==> src/rtl/aes_round_stage.sv <==
`default_nettype none
// ============================================================================
//  Module   : aes_round_stage
//  Purpose  : Registered AES round back-end. Takes the SubBytes output and
//             applies ShiftRows, MixColumns (bypassed on the last round) and
//             AddRoundKey. The datapath sits behind a valid/ready stage with
//             a 2-entry skid buffer, so back-pressure never loses or repeats
//             a round.
//  Ports    : clk, rst_n              clock / synchronous active-low reset
//             in_valid/in_ready       upstream handshake
//             in_state, in_rkey       128-bit state and round key, column-major
//             in_last, in_tag         final-round flag and opaque sideband
//             out_valid/out_ready     downstream handshake
//             out_state, out_last,    registered round result and the
//             out_tag                 sideband that travels with it
//  Revision : 1.0  initial release
// ============================================================================
module aes_round_stage #(
   parameter int TAG_W = 4
) (
   input  logic             clk,
   input  logic             rst_n,
   input  logic             in_valid,
   output logic             in_ready,
   input  logic [127:0]     in_state,
   input  logic [127:0]     in_rkey,
   input  logic             in_last,
   input  logic [TAG_W-1:0] in_tag,
   output logic             out_valid,
   input  logic             out_ready,
   output logic [127:0]     out_state,
   output logic             out_last,
   output logic [TAG_W-1:0] out_tag
);

   typedef enum logic [1:0] {
      ST_EMPTY = 2'd0,
      ST_ONE   = 2'd1,
      ST_TWO   = 2'd2
   } state_e;

   state_e             state_q, state_d;
   logic [127:0]       m_state_q, s_state_q;
   logic               m_last_q,  s_last_q;
   logic [TAG_W-1:0]   m_tag_q,   s_tag_q;

   logic               accept, pop;
   logic               load_m, load_s, m_from_s;
   logic [127:0]       round_res;
   logic [7:0]         sr [4][4];
   logic [7:0]         mc [4][4];

   // Multiply by x in GF(2^8) modulo x^8+x^4+x^3+x+1.
   function automatic logic [7:0] xtime(input logic [7:0] b);
      return {b[6:0], 1'b0} ^ (b[7] ? 8'h1b : 8'h00);
   endfunction

   // ------------------------------------------------------------------
   // Round datapath. Byte k = 4*col+row lives at bits [127-8k -: 8].
   // ------------------------------------------------------------------
   always_comb begin
      round_res = '0;
      // ShiftRows: row r rotated left by r columns.
      for (int c = 0; c < 4; c++) begin
         for (int r = 0; r < 4; r++) begin
            sr[r][c] = in_state[127 - 8*(4*((c + r) % 4) + r) -: 8];
         end
      end
      // MixColumns: out[r] = 2*a[r] ^ 3*a[r+1] ^ a[r+2] ^ a[r+3] (indices mod 4).
      for (int c = 0; c < 4; c++) begin
         for (int r = 0; r < 4; r++) begin
            mc[r][c] = xtime(sr[r][c]) ^ xtime(sr[(r + 1) % 4][c]) ^ sr[(r + 1) % 4][c]
                     ^ sr[(r + 2) % 4][c] ^ sr[(r + 3) % 4][c];
         end
      end
      // AddRoundKey.
      for (int c = 0; c < 4; c++) begin
         for (int r = 0; r < 4; r++) begin
            round_res[127 - 8*(4*c + r) -: 8] = (in_last ? sr[r][c] : mc[r][c])
                                              ^ in_rkey[127 - 8*(4*c + r) -: 8];
         end
      end
   end

   // ------------------------------------------------------------------
   // Handshake control. in_ready depends on registered state only.
   // ------------------------------------------------------------------
   assign in_ready  = (state_q != ST_TWO);
   assign out_valid = (state_q != ST_EMPTY);
   assign accept    = in_valid && in_ready;
   assign pop       = out_valid && out_ready;

   always_ff @(posedge clk) begin
      if (!rst_n) begin
         state_q <= ST_EMPTY;
      end else begin
         state_q <= state_d;
      end
   end

   always_comb begin
      state_d  = state_q;
      load_m   = 1'b0;
      load_s   = 1'b0;
      m_from_s = 1'b0;
      case (state_q)
         ST_EMPTY: begin
            if (accept) begin
               load_m  = 1'b1;
               state_d = ST_ONE;
            end
         end
         ST_ONE: begin
            if (pop && accept) begin
               load_m = 1'b1;            // streaming: replace the beat just leaving
            end else if (pop) begin
               state_d = ST_EMPTY;       // M keeps its stale contents
            end else if (accept) begin
               load_s  = 1'b1;           // downstream stalled: park in the skid entry
               state_d = ST_TWO;
            end
         end
         ST_TWO: begin
            if (pop) begin
               m_from_s = 1'b1;
               state_d  = ST_ONE;
            end
         end
         default: state_d = ST_EMPTY;
      endcase
   end

   // ------------------------------------------------------------------
   // Main (M) and skid (S) data registers.
   // ------------------------------------------------------------------
   always_ff @(posedge clk) begin
      if (!rst_n) begin
         m_state_q <= '0;
         m_last_q  <= 1'b0;
         m_tag_q   <= '0;
         s_state_q <= '0;
         s_last_q  <= 1'b0;
         s_tag_q   <= '0;
      end else begin
         if (load_m) begin
            m_state_q <= round_res;
            m_last_q  <= in_last;
            m_tag_q   <= in_tag;
         end else if (m_from_s) begin
            m_state_q <= s_state_q;
            m_last_q  <= s_last_q;
            m_tag_q   <= s_tag_q;
         end
         if (load_s) begin
            s_state_q <= round_res;
            s_last_q  <= in_last;
            s_tag_q   <= in_tag;
         end
      end
   end

   assign out_state = m_state_q;
   assign out_last  = m_last_q;
   assign out_tag   = m_tag_q;

endmodule
`default_nettype wire

==> config.mk <==
export PLATFORM = sky130hd
export DESIGN_NAME = aes_round_stage
export DESIGN_NICKNAME = d
export VERILOG_FILES = /design/src/rtl/aes_round_stage.sv
export SDC_FILE = /design/constraint.sdc
export NUM_CORES = 1
export LEC_CHECK = 0
export ABC_AREA = 1
export BUFFER_PORTS_ARGS = -buffer_cell sky130_fd_sc_hd__buf_2
export CORE_ASPECT_RATIO = 0.9
export CORE_UTILIZATION = 59
export DETAILED_ROUTE_END_ITERATION = 10
export GPL_TIMING_DRIVEN = 0
export PLACE_DENSITY_LB_ADDON = 0.08
export SYNTH_ARGS = -nofsm -noshare
export SYNTH_HDL_FRONTEND = slang
export SYNTH_SLANG_ARGS = --single-unit
export TNS_END_PERCENT = 10
==> constraint.sdc <==
create_clock -name clk -period 2.8 [get_ports clk]
set_input_delay 0.42 -clock clk [delete_from_list [all_inputs] [get_ports clk]]
set_output_delay 0.42 -clock clk [all_outputs]
set_load 0.01 [all_outputs]
==> Word level (Yosys, flattened, before mapping) <==
Index checks and enable logic that the tools add are counted.
{ "totals": {"ff_bits": 268, "output_inout_bits": 135, "word_cells": 169} }
{ "op_classes": {"eq_ne": 7, "n_mux": 52, "bitwise_logic": 96, "reduce_logical": 7} }
{ "ops": {"columns": ["op", "count"], "rows": [
  ["$xor A8 B8 Y8", 80],
  ["$mux W128", 2],
  ["$mux W8", 16],
  ["$xor A8 B5 Y8", 16],
  ["$mux W5", 16],
  ["$mux W2", 5],
  ["$mux W1", 9],
  ["$mux W4", 2],
  ["$ne A2 B2 Y1 const B", 4],
  ["$pmux W2 S3", 1],
  ["$reduce_and A4 Y1", 1],
  ["$reduce_bool A2 Y1", 2],
  ["$logic_and A1 B1 Y1", 3],
  ["$ne A3 B3 Y1 const B", 1],
  ["$eq A2 B1 Y1 const B", 1],
  ["$eq A2 B2 Y1 const B", 1],
  ["$logic_not A2 Y1", 1],
  ["$pmux W1 S2", 1]
]} }

==> Logic depth before layout (Yosys ltp) <==
Gate-level depths: netlist of the first run.
{ "logic_depth": {"word_depth": 9, "depth_mapped": 16, "ltp_nobuf": 15} }

==> Least setup slack after synthesis of the first run <==
OpenSTA, ideal clock, no wires.
{ "synth_path": {"path_type": "input-to-reg", "startpoint": "input port in_state[31]", "endpoint": "register s_state_q[15]", "arrival_ps": 1588, "setup_slack_ps": 1103, "stages": 13, "path_cell_list": "buf_2 inv_1 nand2_1 nand2_1 xor2_1 xor2_1 nand2_1 nand2_1 nand2_1 nand2_1 nand2_1 nand2_1 inv_1"} }
{ "synth_between": {"elab_chain_cells": 4} }
{ "synth_rtl": {"columns": ["item", "line", "text"], "rows": [
  ["from (decl)", "25", "input logic [127:0] in_state,"],
  ["$xor A8 B8 Y8 (2 in a row)", "73", "^ sr[(r + 2) % 4][c] ^ sr[(r + 3) % 4][c];"],
  ["$mux W8", "79", "round_res[127 - 8*(4*c + r) -: 8] = (in_last ? sr[r][c] : mc[r][c])"],
  ["$xor A8 B8 Y8", "80", "^ in_rkey[127 - 8*(4*c + r) -: 8];"],
  ["to (signal assigned)", "155", "s_state_q <= round_res;"],
  ["to (decl)", "43", "logic [127:0] m_state_q, s_state_q;"]
]} }
No other way between the ends.
A chain may end at the register's enable or synchronous reset.

==> Worst setup path after layout of the first run <==
{ "layout_path": {"startpoint": "register state_q[0]", "endpoint": "register s_state_q[77]"} }
{ "layout_between": {"elab_chain_cells": 6} }
{ "layout_rtl": {"columns": ["item", "line", "text"], "rows": [
  ["from (decl)", "42", "state_e state_q, state_d;"],
  ["from (signal assigned)", "97", "state_q <= state_d;"],
  ["$ne A2 B2 Y1", "88", "assign in_ready = (state_q != ST_TWO);"],
  ["$logic_and A1 B1 Y1", "90", "assign accept = in_valid && in_ready;"],
  ["$mux W1", "118", "end else if (accept) begin"],
  ["$mux W1", "116", "end else if (pop) begin"],
  ["$mux W1", "114", "if (pop && accept) begin"],
  ["$mux W1 *", "106", "case (state_q)"]
]} }
Every way passes the cells marked *; elsewhere a longest branch is shown, timed or not.

==> metrics.md, run 1 <==
| Metric | Value |
|---|---|
| Run status | `complete, no violations` |
| Hold violation count in the final report | `0` |
| WP data arrival | `between 2 and 3 ns` |
| DRT Wirelength | `~74000 µm` |
| Sort of element at the end of the critical path | `register` |
| Clock tree from TritonCTS | `done` |
| Most frequently used cell type in the post-synthesis netlist | `sky130_fd_sc_hd__nand2_1` |
| Number of input and output port buffers inserted | `358` |
| Data required time at the worst endpoint | `~3.3 ns` |
| Synthesized netlist net count | `3960` |
| Final worst-path cycle share | `~85%` |
| Synthesized flop and latch total | `268` |
| Share of synthesized registers carrying an async set or reset | `0%` |
| Height of the chip | `181 µm` |
| First-pass GRT wire length | `approximately 110000 µm` |
| Detail Route Antenna Nets | `0` |
| Leading post-synthesis cells by instance count | `sky130_fd_sc_hd__nand2_1, sky130_fd_sc_hd__inv_1, sky130_fd_sc_hd__nand3_1` |
| Global placement routability congestion | `roughly 1.0` |
| Unrepaired setup endpoints after global routing | `no` |
| Sinks on the clock net | `between 200 and 300` |
| Type of the worst min-delay path | `in -> reg` |
| Gate count after technology mapping | `3695` |
| Final clock skew | `around 0.012 ns` |
| Synth area leaders | `sky130_fd_sc_hd__dfxtp_1, sky130_fd_sc_hd__nand2_1, sky130_fd_sc_hd__inv_1, sky130_fd_sc_hd__nand3_1, sky130_fd_sc_hd__xor2_1` |
| Final max-slew violation count | `0` |
| Worst reg-to-reg path cell count | `8` |
| Minimum clock period | `between 2 and 2.5 ns` |
| Number of top-level pins | `400` |
| Setup violators final | `0` |
| Transition time at the pin with the least slew margin | `1.13 ns` |
| Max H-tree Level | `1` |
| Violation count after the first detailed-route iteration | `roughly 2400` |
| Area share of the largest cell type after synthesis | `25.4%` |
| Final Net Count | `approximately 4400` |
| Utilization after layout | `a little over two thirds` |
| Avg Cell Area, Syn | `about 5.7 µm²` |
| Most area-hungry cell type in the Yosys netlist | `sky130_fd_sc_hd__dfxtp_1` |
| Number of iterations in the first detailed-routing pass | `6` |
| Number of setup buffers added after CTS | `0` |
| Cell chosen for the clock root | `sky130_fd_sc_hd__clkbuf_16` |
| Primary flip-flop cell chosen by synthesis mapping | `sky130_fd_sc_hd__dfxtp_1` |
| Worst hold-check slack | `roughly 0.07 ns` |
| Slew Limit Headroom | `24.9%` |
| Overall via count from detail_route | `about 24000` |
| Die width | `around 200 µm` |
| Startpoint Class | `register` |
| Highest Clock Rate | `~420 MHz` |
| Power density relative to cell area | `between 400 and 500 nW/µm²` |
| Synth-to-layout area growth | `16.4%` |
| Hold buffers post-CTS | `0` |
| Highest net fanout along the worst path | `10` |
| Largest voltage drop on the vdd net | `between 0.4 and 0.5 mV` |
| Netlist area before placement | `21100 µm²` |
| Leftover overflow at the end of global routing | `0` |
| Synth cell types | `32` |
| Total clock buffers created by CTS | `30` |
| Standard cell core area | `~35000 µm²` |
| CTS clock-pin slew for the worst setup and hold paths | `around 0.06 ns` |
| Post-synth EDFFs | `0` |
| Hold path depth | `3` |
| Dpl ws | `about 0.13 ns` |
| Area of the die | `between 30000 and 40000 µm²` |
| Average vias per placed instance | `around 5.3` |
| Half-perimeter wire length after placement | `approximately 56000 µm` |
| Number of maximum-capacitance violations | `0` |
| Row cnt | `65` |
| Mean routed wirelength per cell | `16.2 µm` |
| Initial Utilization | `60.1%` |
| Post-route setup slack | `roughly 0.42 ns` |
| Sequential share of the synthesized area | `25.4%` |
| Number of global-route vias before repair | `roughly 21000` |
| Worst setup path class | `reg -> reg` |
| Pin count of the biggest net entering global routing | `15` |
| YS warnings | `0` |
| Setup tns final | `0 ns` |
| Clk Latency, worst-skew pair | `~0.60 ns` |
| Maximum clock insertion buffer count | `3` |
| Residual DRC | `0` |
| Number of antenna violations at the first check in global routing | `18` |
| Global-route usage over all layers | `just under 40%` |
| Fraction of layout instances using a drive strength above 1 | `12.6%` |
| Leakage | `roughly 0.014 µW` |
| Post_cts resized | `0` |
metal layers:
metal  wire (µm)  global-route usage [%]
met5          27                       0
met4        3610                    18.2
met3        8340                    6.30
met2       31800                    61.6
met1       30700                    52.7
sequential cells by signal, indices dropped and copies added, names as in the netlist:
signal,count
state_q,2
out_last,1
out_state,128
s_last_q,1
s_tag_q,4
s_state_q,128
out_tag,4
where the power goes:
| group | leakage, µW | switching, µW | internal (µW) |
|---|---|---|---|
| Combinational | 0.0110 | 2400 | 1290 |
| Sequential | 0.00219 | 126 | 4060 |
| Clock | 0.000518 | 1740 | 2430 |
final timing paths:
kind	from	endpoint	slack, ns
max reg2reg	state_q[0]$_SDFFE_PN0P_	s_state_q[77]$_SDFFE_PN0P_	0.42
min reg2reg	out_tag[2]$_SDFFE_PN0P_	out_tag[2]$_SDFFE_PN0P_	0.48
min	in_tag[1]	s_tag_q[1]$_SDFFE_PN0P_	0.07
max	state_q[0]$_SDFFE_PN0P_	s_state_q[77]$_SDFFE_PN0P_	0.42
worst max-delay path: stages, from the launching register on:
cell and delay, ns:
sky130_fd_sc_hd__dfxtp_1 0.39, sky130_fd_sc_hd__nand2_1 0.12, sky130_fd_sc_hd__nor3_4 0.40, sky130_fd_sc_hd__inv_2 0.21, sky130_fd_sc_hd__clkbuf_1 0.48, sky130_fd_sc_hd__buf_2 0.39
sky130_fd_sc_hd__a21oi_1 0.20, sky130_fd_sc_hd__nand2_1 0.07, sky130_fd_sc_hd__inv_1 0.04
layout by cell type, fill, tap and decap left out, types with 8 or more instances in the layout:
cell                        Yosys  layout
sky130_fd_sc_hd__nand2_1     1387    1387
sky130_fd_sc_hd__inv_1        708     708
sky130_fd_sc_hd__buf_2         55     413
sky130_fd_sc_hd__nand3_1      331     331
sky130_fd_sc_hd__dfxtp_1      268     268
sky130_fd_sc_hd__a21oi_1      256     256
sky130_fd_sc_hd__xor2_1       160     160
sky130_fd_sc_hd__xnor2_1      105     105
sky130_fd_sc_hd__o21ai_0       86      86
sky130_fd_sc_hd__clkbuf_1      82      85
sky130_fd_sc_hd__o21ai_1       78      78
sky130_fd_sc_hd__nand3b_1      59      59
sky130_fd_sc_hd__clkbuf_16      0      31
sky130_fd_sc_hd__nor2_1        26      26
sky130_fd_sc_hd__or2_2         17      17
sky130_fd_sc_hd__diode_2        0      16
sky130_fd_sc_hd__buf_1         13      13
sky130_fd_sc_hd__buf_6         13      13
sky130_fd_sc_hd__clkbuf_8       0       9
sky130_fd_sc_hd__inv_2          8       8
sky130_fd_sc_hd__clkinv_2       0       8
layout make-up:
| type | instances | area (µm²) |
|---|---|---|
| Buffer | 168 | 803 |
| Sequential cell | 268 | 5370 |
| Tap cell | 469 | 587 |
| Timing Repair Buffer | 358 | 1790 |
| Inverter | 717 | 2690 |
| Multi-Input combinational cell | 2542 | 12300 |
| Fill cell | 3391 | 10600 |
| Antenna cell | 16 | 40.0 |
| Clock inverter | 13 | 125 |
| Clock buffer | 43 | 911 |
metrics by stage:
step / cell area, µm² / total power (µW) / std cells
global route: 24600 / 12600 / 4588
global placement: 23500 / 7790 / 4522
finish: 24600 / 12000 / 4594
detailed placement: 23500 / 7850 / 4522
CTS: 24500 / 12000 / 4578
floorplan: 21100 / 6710 / 3695
cells by family (layout without fill, tap and decap cells):
kind of cell,count (synthesis),after routing,share of synthesized area [%]
flops,268,268,25.4
buf+inv,885,1299,16.5
compound gates,437,437,10.6
simple gates,1836,1836,36.2
xor+xnor,269,269,11.3
other cells,0,16,0
(Power assumes the default switching activity.)
==> run 2: changes to the inputs <==
--- a/config.mk
+++ b/config.mk
@@ -8,7 +8,7 @@
 export ABC_AREA = 1
 export BUFFER_PORTS_ARGS = -buffer_cell sky130_fd_sc_hd__buf_2
 export CORE_ASPECT_RATIO = 0.9
-export CORE_UTILIZATION = 59
+export CORE_UTILIZATION = 52
 export DETAILED_ROUTE_END_ITERATION = 10
 export GPL_TIMING_DRIVEN = 0
 export PLACE_DENSITY_LB_ADDON = 0.08
==> constraint.sdc (replaced) <==
create_clock -name clk -period 2.1 [get_ports clk]
set_input_delay 0.315 -clock clk [delete_from_list [all_inputs] [get_ports clk]]
set_output_delay 0.315 -clock clk [all_outputs]
set_load 0.01 [all_outputs]
==> metrics.md, run 2 (synthesis gave the netlist of run 1 again) <==
| Metric | Value |
|---|---|
| DRT Wirelength | `78300 µm (+5.2%)` |
| WP data arrival | `2.52 ns (-0.39 ns)` |
| Run status | `complete, no violations` |
| Most frequent cells in the layout | `sky130_fd_sc_hd__nand2_1, sky130_fd_sc_hd__inv_1, sky130_fd_sc_hd__buf_2` |
| Half-perimeter wire length after placement | `60400 µm (+6.9%)` |
| Final clock skew | `0.0131 ns (+0.000986 ns)` |
| First-pass GRT wire length | `116000 µm (+3.2%)` |
| Worst Setup EP | `out_state[73]$_SDFFE_PN0P_` |
| Critical-path top delay cell | `sky130_fd_sc_hd__clkbuf_1` |
| Pin count of the biggest net entering global routing | `14 (-1)` |
| Die width | `214 µm (+6.5%)` |
| Type of the worst min-delay path | `in -> reg` |
| Critical path cell sequence | `nand2_1 -> nand2_1 -> inv_2 -> buf_2 -> clkbuf_1 -> nand3_1 -> a21oi_1` |
| Sinks on the clock net | `268 (unchanged)` |
| Initial Utilization | `53.2% (-6.9 points)` |
| Synth-to-layout area growth | `17.6%` |
| CTS clock-pin slew for the worst setup and hold paths | `0.06 ns (about the same)` |
| Number of maximum-capacitance violations | `0 (unchanged)` |
| Number of global-route vias before repair | `20500 (-2.7%)` |
| Height of the chip | `193 µm (+6.4%)` |
| Number of antenna violations at the first check in global routing | `23 (+5)` |
| Slew Limit Headroom | `32.0% (+7.1 points)` |
| Flop2flop setup slack | `0.02 ns (-0.40 ns)` |
| Final worst-path cycle share | `99.0% (+14 points)` |
| Family of cells with the greatest summed delay on the critical path | `buffers and inverters` |
| Cell chosen for the clock root | `sky130_fd_sc_hd__clkbuf_16` |
| Clk Latency, worst-skew pair | `0.53 ns (-0.07 ns)` |
| CP Launch Point | `state_q[0]$_SDFFE_PN0P_` |
| Standard cell core area | `39700 µm² (+13%)` |
| Clock tree from TritonCTS | `done` |
| Number of input and output port buffers inserted | `358 (unchanged)` |
| Worst r2r dst | `out_state[73]$_SDFFE_PN0P_` |
| Global-route usage over all layers | `36.4% (-2.8 points)` |
| Violation count after the first detailed-route iteration | `2226 (-8.1%)` |
| Fraction of layout instances using a drive strength above 1 | `12.9% (+0.36 points)` |
| Total clock buffers created by CTS | `34 (+13%)` |
| Max H-tree Level | `2 (+1)` |
| Maximum clock insertion buffer count | `3 (unchanged)` |
| Final design area excluding fillers | `24800 µm² (+1.0%)` |
| Hold violation count in the final report | `0 (unchanged)` |
| Global placement routability congestion | `0.992 (-0.97%)` |
| Detail Route Antenna Nets | `0 (unchanged)` |
| FF+latch area | `5370 µm² (unchanged)` |
| Largest voltage drop on the vdd net | `0.759 mV (+62%)` |
| Unrepaired setup endpoints after global routing | `yes` |
| Overall power after layout | `16700 µW (+39%)` |
| Worst hold-check slack | `0.0365 ns (-0.0332 ns)` |
| Most frequent cell on the critical path | `sky130_fd_sc_hd__nand2_1` |
| Transition time at the pin with the least slew margin | `1.02 ns (-0.107 ns)` |
| Hold buffers post-CTS | `0 (unchanged)` |
| Area of the multi-input gates | `12300 µm² (unchanged)` |
| Commonest non-fill, non-tap cell in the layout | `sky130_fd_sc_hd__nand2_1` |
| Critical path depth in cells | `7 (-1)` |
| Mean routed wirelength per cell | `16.8 µm (+3.5%)` |
| Leftover overflow at the end of global routing | `0 (unchanged)` |
| FILL cells | `4103 (+21%)` |
| Setup violators final | `0 (unchanged)` |
| Data required time at the worst endpoint | `2.55 ns (-0.78 ns)` |
| Highest Clock Rate | `481 MHz (+14%)` |
| Highest net fanout along the worst path | `10 (unchanged)` |
| Startpoint Class | `register` |
| Number of top-level pins | `400 (unchanged)` |
| RR Startpoint | `state_q[0]$_SDFFE_PN0P_` |
| Residual DRC | `0 (unchanged)` |
| Peak per-stage delay on the critical path | `0.49 ns (about the same)` |
| Average vias per placed instance | `5.11 (-2.7%)` |
| Area of the die | `41400 µm² (+13%)` |
| Worst reg-to-reg path cell count | `7 (-1)` |
| Sort of element at the end of the critical path | `register` |
| Crit path buf inv count | `3 (-1)` |
| Leakage | `0.0138 µW (+0.75%)` |
| Overall via count from detail_route | `23900 (-1.2%)` |
| Number of iterations in the first detailed-routing pass | `5 (-1)` |
| Worst setup path class | `reg -> reg` |
| Final max-slew violation count | `0 (unchanged)` |
| Minimum clock period | `2.08 ns (-0.301 ns)` |
| Final Net Count | `4357 (+0.16%)` |
| Power density relative to cell area | `672 nW/µm² (+37%)` |
| Row cnt | `69 (+6.2%)` |
| Post-detailed-placement cell area | `23600 µm² (+0.34%)` |
-- run 2: changes by cell type in the layout (fill, tap and decap cells not counted), moves of 2 or more --
| cell | previous run | this run |
|---|---|---|
| sky130_fd_sc_hd__diode_2 | 16 | 18 |
| sky130_fd_sc_hd__buf_2 | 413 | 415 |
| sky130_fd_sc_hd__clkbuf_8 | 9 | 6 |
| sky130_fd_sc_hd__clkbuf_2 | 5 | 13 |
| sky130_fd_sc_hd__inv_6 | 0 | 2 |
| sky130_fd_sc_hd__clkbuf_16 | 31 | 37 |
| sky130_fd_sc_hd__clkbuf_1 | 85 | 78 |
| sky130_fd_sc_hd__clkinv_2 | 8 | 6 |
| sky130_fd_sc_hd__buf_1 | 13 | 11 |
| sky130_fd_sc_hd__buf_4 | 0 | 3 |
-- run 2: through the flow --
step           instances  setup TNS, ns  setup WS [ns]  utilization [%]
5_1_grt             4663          -1.27        -0.0731             62.5
3_3_place_gp        4585         -59.45         -0.475             59.4
6_report            4667              0         0.0210             62.5
2_1_floorplan       3695              0          0.508                -
3_5_place_dp        4585         -59.69         -0.534             59.4
4_1_cts             4646       -0.00214       -0.00214             62.3
-- run 2: layout make-up --
| class | instances | share of cell area (%) |
|---|---|---|
| Tap cell | 532 | 2.68 |
| Buffer | 168 | 3.35 |
| Clock buffer | 48 | 4.14 |
| Sequential cell | 268 | 21.6 |
| Inverter | 717 | 10.8 |
| Clock inverter | 13 | 0.529 |
| Multi-Input combinational cell | 2542 | 49.4 |
| Timing Repair Buffer | 361 | 7.31 |
| Antenna cell | 18 | 0.181 |
-- run 2: what timing repair did --
item,CTS,global route
pin swaps,0,2
buffers inserted,0,3
resized for setup,4,16
endpoints found under the setup margin,83,150
-- run 2: how the worst min path moves through the flow --
| stage | from | end | cells past startpoint |
|---|---|---|---|
| floorplan | in_tag[0] | s_tag_q[0]$_SDFFE_PN0P_ | 2 |
| global placement | out_tag[0]$_SDFFE_PN0P_ | out_tag[0]$_SDFFE_PN0P_ | 2 |
| detailed placement | out_tag[0]$_SDFFE_PN0P_ | out_tag[0]$_SDFFE_PN0P_ | 2 |
| CTS | in_tag[1] | s_tag_q[1]$_SDFFE_PN0P_ | 3 |
| global route | in_tag[2] | s_tag_q[2]$_SDFFE_PN0P_ | 3 |
| finish | in_tag[2] | s_tag_q[2]$_SDFFE_PN0P_ | 3 |
-- run 2: where the power goes --
part / total [µW] / internal, µW / leakage, µW / switching, µW
combinational: 4970 / 1730 / 0.0111 / 3240
clock: 6130 / 3680 / 0.000570 / 2450
sequential: 5590 / 5410 / 0.00219 / 179
-- run 2: per-layer routing --
metal / track usage, % / share of wire (%)
met3: 5.76 / 9.7
met2: 57.1 / 44
met4: 13.7 / 3.4
met5: 0 / 0.10
met1: 50.4 / 43
-- run 2: worst register-to-register path, stage by stage, from the launching register on --
cell	delay, ns
sky130_fd_sc_hd__dfxtp_1	0.33
sky130_fd_sc_hd__nand2_1	0.14
sky130_fd_sc_hd__nand2_1	0.13
sky130_fd_sc_hd__inv_2	0.16
sky130_fd_sc_hd__buf_2	0.39
sky130_fd_sc_hd__clkbuf_1	0.50
sky130_fd_sc_hd__nand3_1	0.19
sky130_fd_sc_hd__a21oi_1	0.16
